## src/rtl/cmp_result_monitor_pkg.sv

```systemverilog
// Shared encodings for cmp_result_monitor: lock FSM states and comparator flag triples.
package cmp_result_monitor_pkg;

  localparam logic [1:0] SEARCH = 2'd0;
  localparam logic [1:0] TRACK  = 2'd1;
  localparam logic [1:0] LOCKED = 2'd2;

  // Flag triples ordered {A_greater, A_equal, A_less}
  localparam logic [2:0] GT = 3'b100;
  localparam logic [2:0] EQ = 3'b010;
  localparam logic [2:0] LT = 3'b001;

  function automatic logic is_one_hot3(input logic [2:0] f);
    return (f == GT) || (f == EQ) || (f == LT);
  endfunction

endpackage

```

## src/rtl/cmp_event_counter.sv

```systemverilog
// Event counter with synchronous clear; wraps by default, saturates when
// CMP_RESULT_MONITOR_SAT_EN is defined.
module cmp_event_counter #(
  parameter int CNT_W = 8
) (
  input  logic             i_clk,
  input  logic             i_clr,
  input  logic             i_inc,
  output logic [CNT_W-1:0] o_count
);

  localparam logic [CNT_W-1:0] ONE = {{(CNT_W-1){1'b0}}, 1'b1};
  localparam logic [CNT_W-1:0] MAX = {CNT_W{1'b1}};

  logic [CNT_W-1:0] r_count;

  // Count accepted events; clear has priority
  always_ff @(posedge i_clk) begin
    if (i_clr) begin
      r_count <= '0;
    end else if (i_inc) begin
`ifdef CMP_RESULT_MONITOR_SAT_EN
      if (r_count != MAX) begin
        r_count <= r_count + ONE;
      end
`else
      r_count <= r_count + ONE;
`endif
    end
  end

  assign o_count = r_count;

endmodule

```

## src/rtl/cmp_result_monitor.sv

```systemverilog
// Consumer of comparator flag triples: per-outcome counters, equal-run lock FSM
// and malformed-triple error pulse. Optional macro: CMP_RESULT_MONITOR_SAT_EN.
import cmp_result_monitor_pkg::*;

module cmp_result_monitor #(
  parameter int CNT_W    = 8,
  parameter int LOCK_LEN = 3
) (
  input  logic             clk,
  input  logic             rst,
  input  logic             clear,
  input  logic             in_valid,
  output logic             in_ready,
  input  logic             A_greater,
  input  logic             A_equal,
  input  logic             A_less,
  output logic [CNT_W-1:0] gt_count,
  output logic [CNT_W-1:0] eq_count,
  output logic [CNT_W-1:0] lt_count,
  output logic             lock,
  output logic             err
);

  localparam logic [3:0] LOCK_LEN_4 = LOCK_LEN[3:0];

  logic [2:0] w_flags;
  logic       w_accept;
  logic       w_valid_triple;
  logic       w_clr;
  logic [1:0] w_state_nxt;
  logic [3:0] w_run_nxt;
  logic [1:0] r_state;
  logic [3:0] r_run;
  logic       r_lock;
  logic       r_err;

  assign in_ready       = ~clear & ~rst;
  assign w_flags        = {A_greater, A_equal, A_less};
  assign w_accept       = in_valid & in_ready;
  assign w_valid_triple = is_one_hot3(w_flags);
  assign w_clr          = rst | clear;

  cmp_event_counter #(.CNT_W(CNT_W)) u_gt_cnt (
    .i_clk   (clk),
    .i_clr   (w_clr),
    .i_inc   (w_accept & (w_flags == GT)),
    .o_count (gt_count)
  );

  cmp_event_counter #(.CNT_W(CNT_W)) u_eq_cnt (
    .i_clk   (clk),
    .i_clr   (w_clr),
    .i_inc   (w_accept & (w_flags == EQ)),
    .o_count (eq_count)
  );

  cmp_event_counter #(.CNT_W(CNT_W)) u_lt_cnt (
    .i_clk   (clk),
    .i_clr   (w_clr),
    .i_inc   (w_accept & (w_flags == LT)),
    .o_count (lt_count)
  );

  // Lock FSM next state: any accepted non-equal or malformed triple restarts the search
  always_comb begin
    w_state_nxt = r_state;
    w_run_nxt   = r_run;
    if (w_accept) begin
      if (w_flags == EQ) begin
        case (r_state)
          SEARCH: begin
            w_run_nxt   = 4'd1;
            w_state_nxt = (LOCK_LEN_4 == 4'd1) ? LOCKED : TRACK;
          end
          TRACK: begin
            w_run_nxt   = r_run + 4'd1;
            w_state_nxt = ((r_run + 4'd1) == LOCK_LEN_4) ? LOCKED : TRACK;
          end
          LOCKED: begin
            w_run_nxt   = LOCK_LEN_4;
            w_state_nxt = LOCKED;
          end
          default: begin
            w_run_nxt   = 4'd0;
            w_state_nxt = SEARCH;
          end
        endcase
      end else begin
        w_run_nxt   = 4'd0;
        w_state_nxt = SEARCH;
      end
    end else begin
      w_run_nxt   = r_run;
      w_state_nxt = r_state;
    end
  end

  // State, lock and error registers; clear behaves exactly like reset
  always_ff @(posedge clk) begin
    if (w_clr) begin
      r_state <= SEARCH;
      r_run   <= 4'd0;
      r_lock  <= 1'b0;
      r_err   <= 1'b0;
    end else begin
      r_state <= w_state_nxt;
      r_run   <= w_run_nxt;
      r_lock  <= (w_state_nxt == LOCKED);
      r_err   <= w_accept & ~w_valid_triple;
    end
  end

  assign lock = r_lock;
  assign err  = r_err;

endmodule

```

## config.mk

```make
export PLATFORM = sky130hd
export DESIGN_NAME = cmp_result_monitor
export DESIGN_NICKNAME = d
export VERILOG_FILES = /design/src/rtl/cmp_result_monitor_pkg.sv /design/src/rtl/cmp_event_counter.sv /design/src/rtl/cmp_result_monitor.sv
export SDC_FILE = /design/constraint.sdc
export NUM_CORES = 1
export LEC_CHECK = 0
export ABC_AREA = 1
export CAP_MARGIN = 30
export CORE_MARGIN = 8
export CORE_UTILIZATION = 50
export DETAILED_ROUTE_END_ITERATION = 10
export GPL_TIMING_DRIVEN = 1
export HOLD_SLACK_MARGIN = 0.05
export PLACE_DENSITY = 0.89
export SLEW_MARGIN = 10
export SYNTH_ARGS = -nofsm -noshare
export SYNTH_HDL_FRONTEND = slang
export SYNTH_SLANG_ARGS = --single-unit
```

## constraint.sdc

```tcl
create_clock -name clk -period 1.61 [get_ports clk]
set_input_delay 0.483 -clock clk [delete_from_list [all_inputs] [get_ports clk]]
set_output_delay 0.483 -clock clk [all_outputs]
set_load 0.02 [all_outputs]
```

==> run_results.csv, run 1 <==
group,metric,value,unit
status,run_status,"complete, no violations",
setup_path,req_time_crit_path,1130,ps
pwr,clock_power_share,36.3,%
synthesis,post_synth_simple_gate_area,33.4,%
cts,clock_path_buffers,2,
synthesis,synth_xor_area_share,2.17,%
synthesis,average_size_of_a_mapped_cell,6.97,um^2
cts,post_cts_buffers,0,
setup_path,sequence_of_cells_on_the_critical_path,"dlygate4sd2_1",
cts,clkLatencyLatePin,350,ps
setup_path,r2r_start,"u_lt_cnt.o_count[2]$_SDFFE_PN0P_",
setup_path,regToRegEndpoint,"u_lt_cnt.o_count[5]$_SDFFE_PN0P_",
setup_path,critical_path_depth,1,
grt,grt_first_pass_wirelength,6600,um
synthesis,mappedNetlistNets,244,
grt,globalRoute.totalOverflow,0,
layout,post_route_cell_area,2160,um^2
layout,antenna_cells,0,
setup_path,end_kind,"primary output",
synthesis,synth_enable_flop_cells,0,
synthesis,share_of_yosys_cell_area_claimed_by_the_top_area_cell_type,39.6,%
setup_path,endpoint,"eq_count[0]",
timing,grt_setup_unrepaired,"no",
synthesis,synth_adder_area_share,3.87,%
timing,worst_slew_margin_rel,69.6,%
floorplanning,die_height,72.9,um
drt,route.final.wire_length,3790,um
cts,clock_input_transition_at_the_sequential_cells_of_the_worst_setup_and_hold_paths,110,ps
drt,drt_pre_antenna_iters,4,
timing,hold_violations,0,
drt,antenna_violating_nets_post_route,0,
floorplanning,placeableCoreArea,3080,um^2
cts,htreeDepth,2,
synthesis,synth.area.top_cells,"sky130_fd_sc_hd__dfxtp_1 40%, sky130_fd_sc_hd__nand2_1 16%, sky130_fd_sc_hd__a21oi_1 7.4%",
pwr,cell_internal_pwr,1.04,mW
placement,routabilityCongestion,0.859,
layout,final_layout_size_suffix_gt1_share,15.6,%
synthesis,top_cell_types_by_occurrence_after_synthesis,"67 x sky130_fd_sc_hd__nand2_1, 32 x sky130_fd_sc_hd__dfxtp_1, 29 x sky130_fd_sc_hd__inv_1",
drt,drt_iter0_markers,104,
floorplanning,dieArea,5310,um^2
setup_path,worst-endpoint-arrival,1080,ps
timing,period_share,97.0,%
cts,cts_sinks,32,
synthesis,syn_inst,232,
synthesis,area_fraction_in_compound_gates_after_synthesis,12.1,%
synthesis,synth.mux.area_fraction,0,%
floorplanning,floorplan.die.width,72.9,um
pwr,ir_worst_vdd,0.497,mV
drt,drc_errors,0,
drt,avgViaCountPerCell,4.97,
drt,avgRoutedWirePerCell,11.4,um
cts,clock_tree.root_cell,"sky130_fd_sc_hd__clkbuf_4",
timing,finClkSkew,11.2,ps
synthesis,yosys_warnings,0,
setup_path,path_buf_inv,1,
grt,antenna_found_initial,0,
synthesis,combinational_family_with_the_most_area_after_synthesis,"simple AND/OR/NAND/NOR gates",
synthesis,postSynth.asyncResetShare,0,%
pwr,leakage,0.947,nW
synthesis,ys_seq_elements,32,
timing,finalMaxSlewViolations,0,
setup_path,cp_max_fo,4,
grt,number_of_global_route_vias_before_repair,1614,
cts,tritoncts.num_buffers,5,
cts,clock_tree_from_tritoncts,"yes",
pwr,power.sequential.fraction,57.6,%
placement,place_area,2120,um^2
synthesis,synth_top_area_cell,"sky130_fd_sc_hd__dfxtp_1",
setup_path,timing.critical_path.slowest_stage_cell,"sky130_fd_sc_hd__dfxtp_1",
drt,num_vias,1651,
worst_hold_path,timing.hold.worst.class,"flip-flop to flip-flop",
synthesis,synth.yosys.seq_area_share,39.6,%
synthesis,synth_most_common_cell,"sky130_fd_sc_hd__nand2_1",
placement,place.detailed.hpwl,2840,um
setup_path,slowest_delay,390,ps
setup_path,regToRegSetupSlack,260,ps
setup_path,worst-r2r-cell-count,5,
pwr,comb_power_share,6.1,%
synthesis,synthesis.area,1620,um^2
timing,post-route-min-period,1560,ps
timing,tightest_slew,453,ps
layout,nNetsFinal,299,
grt,groute.usage.overall,15.5,%
setup_path,timing.critical_path.max_delay_family,"flip-flops",
pwr,power.density_cell_area,640,nW/um^2
setup_path,crit_path_start,"u_eq_cnt.o_count[0]$_SDFFE_PN0P_",
setup_path,critical_path_class,"flip-flop to primary output",
synthesis,postSynth.topFlopCell,"sky130_fd_sc_hd__dfxtp_1",
pwr,netSwitchingFraction,24.7,%
floorplanning,design.portCount,34,
setup_path,crit_path_start_kind,"flip-flop",
layout,area_delta_synth_final,33.3,%
timing,fmax,0.641,GHz
synthesis,distinct_cell_type_count_after_synthesis,25,
pwr,net-switching-power,0.341,mW
grt,grt_start_max_net_pins,19,
timing,setup_viol,0,
placement,port_buffers,33,
floorplanning,floorplan.rows,20,
pwr,finalPower,1.38,mW
floorplanning,initial_core_util,52.6,%
job,max_cap_viol_count,0,
[cell families (layout without fill, tap and decap cells)]
group / after synthesis / in the layout
XOR/XNOR: 4 / 4
buffers and inverters: 36 / 92
AND/OR/NAND/NOR: 117 / 117
adder cells (fa/ha/maj): 5 / 5
flip-flops: 32 / 32
AO/OA/AOI/OAI: 38 / 38
[cells in the final DEF, fill, tap and decap left out, drive strengths merged]
cell type | synthesis | layout
dlygate4sd2 | 0 | 16
nand4 | 5 | 5
and2 | 1 | 1
o21ai | 13 | 13
and3 | 1 | 1
xnor2 | 3 | 3
dfxtp | 32 | 32
nand3 | 10 | 10
clkdlybuf4s15 | 0 | 7
clkbuf | 0 | 9
clkdlybuf4s50 | 0 | 4
a21oi | 24 | 24
a22oi | 1 | 1
buf | 4 | 20
nor3 | 5 | 5
nor2 | 25 | 25
nand3b | 2 | 2
nand2 | 68 | 68
inv | 32 | 32
xor2 | 1 | 1
ha | 5 | 5
clkinv | 0 | 2
dlymetal6s2s | 0 | 2
[layer usage]
layer | global-route usage, % | wire length, um | up-vias | part of all wire [%]
met1 | 16.6 | 1710 | 749 | 45
met5 | 0 | 0 | - | 0
met4 | 8.89 | 79 | 0 | 2.1
met3 | 4.95 | 202 | 9 | 5.3
li1 | - | - | 850 | -
met2 | 26.2 | 1790 | 43 | 47
[registers in the layout, indices dropped and copies added, names as in the netlist]
name / count
err: 1
lock: 1
r_run: 4
r_state: 2
u_eq_cnt.o_count: 8
u_gt_cnt.o_count: 8
u_lt_cnt.o_count: 8
[power groups by stage]
stage	Sequential, mW	Clock, mW	Combinational, mW
after floorplan	0.814	0	0.0386
after global placement	0.812	0	0.0839
after detailed placement	0.812	0	0.0849
after CTS	0.794	0.518	0.0838
after global routing	0.794	0.549	0.0929
final	0.794	0.501	0.0848
[worst min path at each step]
stage / end / slack, ps / cells past startpoint / from
floorplan: r_run[3]$_SDFFE_PN0P_ / 460 / 2 / r_run[3]$_SDFFE_PN0P_
global placement: r_run[3]$_SDFFE_PN0P_ / 470 / 2 / r_run[3]$_SDFFE_PN0P_
detailed placement: u_gt_cnt.o_count[1]$_SDFFE_PN0P_ / 490 / 2 / u_gt_cnt.o_count[1]$_SDFFE_PN0P_
CTS: u_gt_cnt.o_count[1]$_SDFFE_PN0P_ / 500 / 2 / u_gt_cnt.o_count[1]$_SDFFE_PN0P_
global route: u_lt_cnt.o_count[1]$_SDFFE_PN0P_ / 530 / 2 / u_lt_cnt.o_count[1]$_SDFFE_PN0P_
finish: u_lt_cnt.o_count[1]$_SDFFE_PN0P_ / 500 / 2 / u_lt_cnt.o_count[1]$_SDFFE_PN0P_
[area by class of cell]
type | count | area (um^2)
timing repair buffer | 52 | 444
multi-input combinational | 164 | 835
clock buffer | 6 | 51.3
sequential | 32 | 641
fill | 277 | 922
clock inverter | 2 | 10.0
tap | 44 | 55.1
inverter | 32 | 120
[worst reg2reg max path, stage by stage (launching register included)]
cell and delay, ps:
sky130_fd_sc_hd__dfxtp_1 410, sky130_fd_sc_hd__inv_1 90, sky130_fd_sc_hd__nor3_1 370, sky130_fd_sc_hd__nand2_1 140
sky130_fd_sc_hd__o21ai_0 180, sky130_fd_sc_hd__a21oi_1 60
[what timing repair did]
item / 4_1_cts / 5_1_grt
setup endpoints to repair: 27 / 33
pin swaps: 0 / 1
hold buffers: 0 / 0
resized for setup: 31 / 16
[through the flow]
stage          setup WS (ps)  util, %  setup TNS (ps)  hold WS (ps)  cells
3_3_place_gp            -585     69.0           -9930           473    324
2_1_floorplan            139        -               0           457    232
3_5_place_dp            -578     69.0          -10300           487    324
6_report                48.8     70.0               0           501    332
5_1_grt                 1.93     70.0               0           529    332
4_1_cts                 -120     69.8            -120           500    332
No activity file was read; power rests on OpenSTA's default activity.
==> run 2, diff against run 1 <==
- ABC_CLOCK_PERIOD_IN_PS: unset -> 1610
- CELL_PAD_IN_SITES_DETAIL_PLACEMENT: unset -> 0
- CELL_PAD_IN_SITES_GLOBAL_PLACEMENT: unset -> 1
- CORE_UTILIZATION: 50 -> 35
- TNS_END_PERCENT: unset -> 30
==> run_results.csv, run 2 (synthesis gave the netlist of run 1 again) <==
group,metric,value,unit
grt,grt_first_pass_wirelength,6560,um
timing,grt_setup_unrepaired,"yes",
grt,gr-usage-met3,4.00,%
placement,port_buffers,33,
timing,post-route-min-period,1540,ps
timing,finClkSkew,6.18,ps
drt,drc_errors,0,
timing,setup_ws,71.2,ps
layout,nNetsFinal,299,
drt,antenna_violating_nets_post_route,0,
setup_path,slowest_delay,260,ps
grt,antenna_found_initial,0,
layout,final_layout_size_suffix_gt1_share,14.6,%
setup_path,timing.critical_path.max_delay_family,"buffers and inverters",
setup_path,path_buf_inv,2,
drt,drt_iter0_markers,91,
placement,preCtsSetupSlack,-585,ps
layout,most_common_cell_after_layout_fill_and_taps_aside,"sky130_fd_sc_hd__nand2_1",
drt,avgViaCountPerCell,4.63,
floorplanning,initial_core_util,36.6,%
floorplanning,floorplan.die.width,84.0,um
timing,hold_violations,0,
cts,htreeDepth,2,
setup_path,end_kind,"primary output",
layout,most-common-layout-cells,"67 x sky130_fd_sc_hd__nand2_1, 32 x sky130_fd_sc_hd__dfxtp_1, 29 x sky130_fd_sc_hd__inv_1",
floorplanning,floorplan.rows,24,
pwr,power.density_cell_area,691,nW/um^2
timing,fmax,0.650,GHz
layout,area_delta_synth_final,35.3,%
timing,worst_slew_margin_rel,71.3,%
setup_path,cp_max_fo,2,
placement,routabilityCongestion,0.829,
worst_hold_path,timing.hold.worst.class,"flip-flop to flip-flop",
layout,filler_cell_count,461,
status,run_status,"complete, no violations",
floorplanning,dieArea,7050,um^2
grt,grt_start_max_net_pins,19,
timing,finalMaxSlewViolations,0,
setup_path,timing.critical_path.slowest_stage_cell,"sky130_fd_sc_hd__dlygate4sd2_1",
cts,clock_tree.root_cell,"sky130_fd_sc_hd__clkbuf_8",
grt,groute.usage.overall,11.0,%
grt,grt_most_used_layer,"met2",
drt,drt_pre_antenna_iters,4,
setup_path,critical_path_class,"input port to primary output",
cts,clock_tree_from_tritoncts,"yes",
pwr,ir_worst_vdd,0.547,mV
grt,met2_usage,16.2,%
setup_path,worst-endpoint-arrival,1060,ps
timing,tightest_slew,428,ps
cts,clock_input_transition_at_the_sequential_cells_of_the_worst_setup_and_hold_paths,60,ps
cts,clkLatencyLatePin,280,ps
drt,num_vias,1574,
drt,route.final.wire_length,3820,um
setup_path,crit_path_start_kind,"input port",
placement,place.detailed.hpwl,2820,um
cts,clock_path_buffers,2,
floorplanning,placeableCoreArea,4410,um^2
grt,number_of_global_route_vias_before_repair,1446,
timing,final.setup.tns,0,ps
floorplanning,die_height,84.0,um
timing,setup_viol,0,
cts,cts_sinks,32,
floorplanning,design.portCount,34,
setup_path,req_time_crit_path,1130,ps
drt,avgRoutedWirePerCell,11.2,um
grt,gr-usage-met1,14.2,%
pwr,leakage,0.973,nW
grt,globalRoute.totalOverflow,0,
cts,tritoncts.num_buffers,5,
layout,antenna_cells,0,
timing,period_share,95.6,%
setup_path,sequence_of_cells_on_the_critical_path,"dlygate4sd2_1, nor2_4, buf_2",
job,max_cap_viol_count,0,
cts,cts_hold_buffers,0,
[run 2: routing by layer]
layer | part of all wire, % | vias up
met5 | 0 | -
met4 | 1.2 | 0
met3 | 5.9 | 5
met2 | 42 | 33
met1 | 51 | 683
li1 | - | 853
[run 2: timing repair]
| item | in CTS | in global routing |
|---|---|---|
| buffers inserted | 0 | 0 |
| setup endpoints to repair | 52 | 8 |
| gates resized for setup | 34 | 0 |
| pin swaps | 2 | 2 |
[run 2: layout make-up]
type	instances	area (um^2)	share of cell area (%)
multi-input cells	164	840	38.4
well taps	52	65.1	2.97
repair buffers	52	433	19.8
inverters	32	120	5.49
flip-flops and latches	32	641	29.3
clock buffers	8	90.1	4.12
[run 2: worst min-delay path, cell delays in order, from the launching register on]
cell and delay (ps):
sky130_fd_sc_hd__dfxtp_1 320, sky130_fd_sc_hd__inv_1 70, sky130_fd_sc_hd__a21oi_1 60
[run 2: report_power, final]
group | internal (mW) | switching (mW)
Combinational | 0.0335 | 0.0471
Clock | 0.349 | 0.289
Sequential | 0.793 | 0.00101
[run 2: path summary, 6_finish.rpt]
check                           slack (ps)                                to  cells after the start                              from
worst max register to register         280  u_gt_cnt.o_count[3]$_SDFFE_PN0P_                      6  u_gt_cnt.o_count[2]$_SDFFE_PN0P_
worst min-delay path                   490  u_lt_cnt.o_count[1]$_SDFFE_PN0P_                      2  u_lt_cnt.o_count[1]$_SDFFE_PN0P_
worst max-delay path                    70                          in_ready                      3                               rst
worst min register to register         490  u_lt_cnt.o_count[1]$_SDFFE_PN0P_                      2  u_lt_cnt.o_count[1]$_SDFFE_PN0P_
[run 2: per-stage QoR]
stage | hold WS, ps | area [um^2] | std cells | util [%] | power [mW]
global route | 514 | 2190 | 340 | 49.6 | 1.59
CTS | 496 | 2190 | 340 | 49.6 | 1.54
global placement | 473 | 2130 | 332 | 48.3 | 0.896
finish | 489 | 2190 | 340 | 49.6 | 1.51
floorplan | 457 | 1620 | 232 | - | 0.853
detailed placement | 476 | 2130 | 332 | 48.3 | 0.897
==> patch (config.mk and constraints of run 2) <==
Add a define of `CMP_RESULT_MONITOR_SAT_EN`.
--- a/src/rtl/cmp_event_counter.sv
+++ b/src/rtl/cmp_event_counter.sv
@@ -1,4 +1,6 @@
 // Event counter with synchronous clear; wraps by default, saturates when
 // CMP_RESULT_MONITOR_SAT_EN is defined.
+`define CMP_RESULT_MONITOR_SAT_EN
+
 module cmp_event_counter #(
   parameter int CNT_W = 8
Formal check against the unedited RTL: same outputs for any inputs over 10 cycles, from zero or initial values; that may be too few to reach the edited logic, so the function may still have changed.
==> patch against run 2 <==
- sequential power hardly changed
- sequential cell count stayed put
- global-route usage is 1.1 points higher
- wire length is 17% higher
- fmax is 0.32% higher
- worst setup slack better by 0.0050 ns
- register-to-register slack worse by 0.13 ns
- sequential share of layout area is 3.9 points lower
- synthesized cell count is 23% higher
- combinational power is 20% higher
- area after synthesis is 13% higher
- design area is 15% higher
- critical path depth is 2 lower
- power is 3.4% higher
- critical path type is now reg -> out
==> patch: results (changes against run 2) <==
| Metric | Value |
|---|---|
| Outcome | finished clean |
| Most used DFF post-synth | dfxtp_1 |
| Most frequent cells after synthesis | nand2_1, nor2_1, inv_1, dfxtp_1, nand3_1 |
| Post-Route Skew | 0.00805 ns (+0.00187 ns) |
| NetSw | 0.000350 W (+3.7%) |
| Clock Latency Late Sink | between 0.2 and 0.3 ns |
| Post-DR vias/cell | 4.54 (-2.0%) |
| Post-DP HPWL | 3.42 mm (+21%) |
| Slew HR | 74.7% (+3.5 points) |
| Slowest CP cell | dfxtp_1 |
| VDD IR-drop max | 397 uV (-27%) |
| CP top delay family | flip-flops |
| Synth top area cells | dfxtp_1, nand2_1, nor2_1, inv_1, nand3_1 |
| Vias in the first global route | 1,737 (+20%) |
| Global-route wire length before repair | 7.44 mm (+13%) |
| Syn_nets | 297 (+22%) |
| Initial DRC Count | 93 (+2.2%) |
| Fill cells | 558 (+21%) |
| Routed WL per cell | 10.7 um (-4.9%) |
| Crit Path Max Fanout | 5 (+3) |
| Leakage | 1.22 nW (+26%) |
| Total GRT Usage | 12.1% (+1.1 points) |
| Largest net degree at the start of global routing | 18 (-1) |
| Worst path max stage delay | 0.40 ns (+0.14 ns) |
| RD Place Congestion | 0.834 (+0.62%) |
| Share of cells above drive strength 1 | 14.6% (+0.030 points) |
| Register area share after synthesis | 35.2% (-4.4 points) |
| Placed Area | 2420 um^2 (+14%) |
| Number of distinct library cells after synthesis | 19 (-24%) |
| Nets | 361 (+21%) |
[patch: cell types whose count changed after synthesis, moves of 3 or more]
| cell | before | now |
|---|---|---|
| xor2_1 | 1 | 4 |
| nor2_1 | 17 | 40 |
| inv_1 | 29 | 37 |
| inv_2 | 3 | 0 |
| buf_2 | 3 | 0 |
| a21oi_1 | 24 | 18 |
| nand2_1 | 67 | 93 |
| o21ai_0 | 11 | 8 |
| nand3_1 | 10 | 26 |
[patch: cell families after synthesis]
group | Yosys count | synth area share (%)
simple gates | 176 | 42.8
compound gates | 26 | 7.15
buf+inv | 40 | 8.52
flops | 32 | 35.2
xor+xnor | 6 | 2.89
fa+ha+maj | 5 | 3.44
[patch: worst paths after layout]
kind	start	endpoint	slack, ns	cells past startpoint
setup reg to reg	u_lt_cnt.o_count[0]	u_lt_cnt.o_count[3]	0.15	7
setup / recovery	u_lt_cnt.o_count[0]	lt_count[0]	0.08	1
hold / removal	r_run[3]	r_run[3]	0.50	2
hold reg to reg	r_run[3]	r_run[3]	0.50	2
[patch: repair_timing]
item / in CTS / in global routing
endpoints found under the setup margin: 58 / 17
pin swaps: 3 / 1
buffers inserted: 2 / 0
resized for setup: 41 / 8
[patch: power groups by stage]
stage	clock, W	sequential [W]	combinational (W)
floorplan	0	0.000814	0.0000412
global placement	0	0.000812	0.0000906
detailed placement	0	0.000812	0.0000918
CTS	0.000698	0.000794	0.0000961
global route	0.000725	0.000794	0.000105
finish	0.000673	0.000795	0.0000968
[patch: layout make-up]
type / instances / share of cell area, %
Multi-Input combinational cell: 213 / 41.4
Sequential cell: 32 / 25.3
Timing Repair Buffer: 59 / 20.1
Inverter: 38 / 5.84
Clock buffer: 7 / 3.81
Tap cell: 70 / 3.47
[patch: per-stage QoR]
step,setup slack [ns],power (W),cells,utilization [%]
floorplan,0.110,0.000856,285,-
global route,0.00305,0.00162,419,49.8
global placement,-0.568,0.000903,410,47.8
detailed placement,-0.588,0.000904,410,47.8
finish,0.0762,0.00156,419,49.8
CTS,0.0622,0.00159,419,49.6
[patch: routing by layer]
metal | wire length, um | part of all wire [%] | global-route usage (%) | up-vias
met5 | 0 | 0 | 0 | -
met4 | 79 | 1.8 | 5.53 | 0
li1 | - | - | - | 1019
met3 | 227 | 5.1 | 3.10 | 8
met1 | 2090 | 47 | 14.0 | 835
met2 | 2080 | 47 | 20.5 | 39
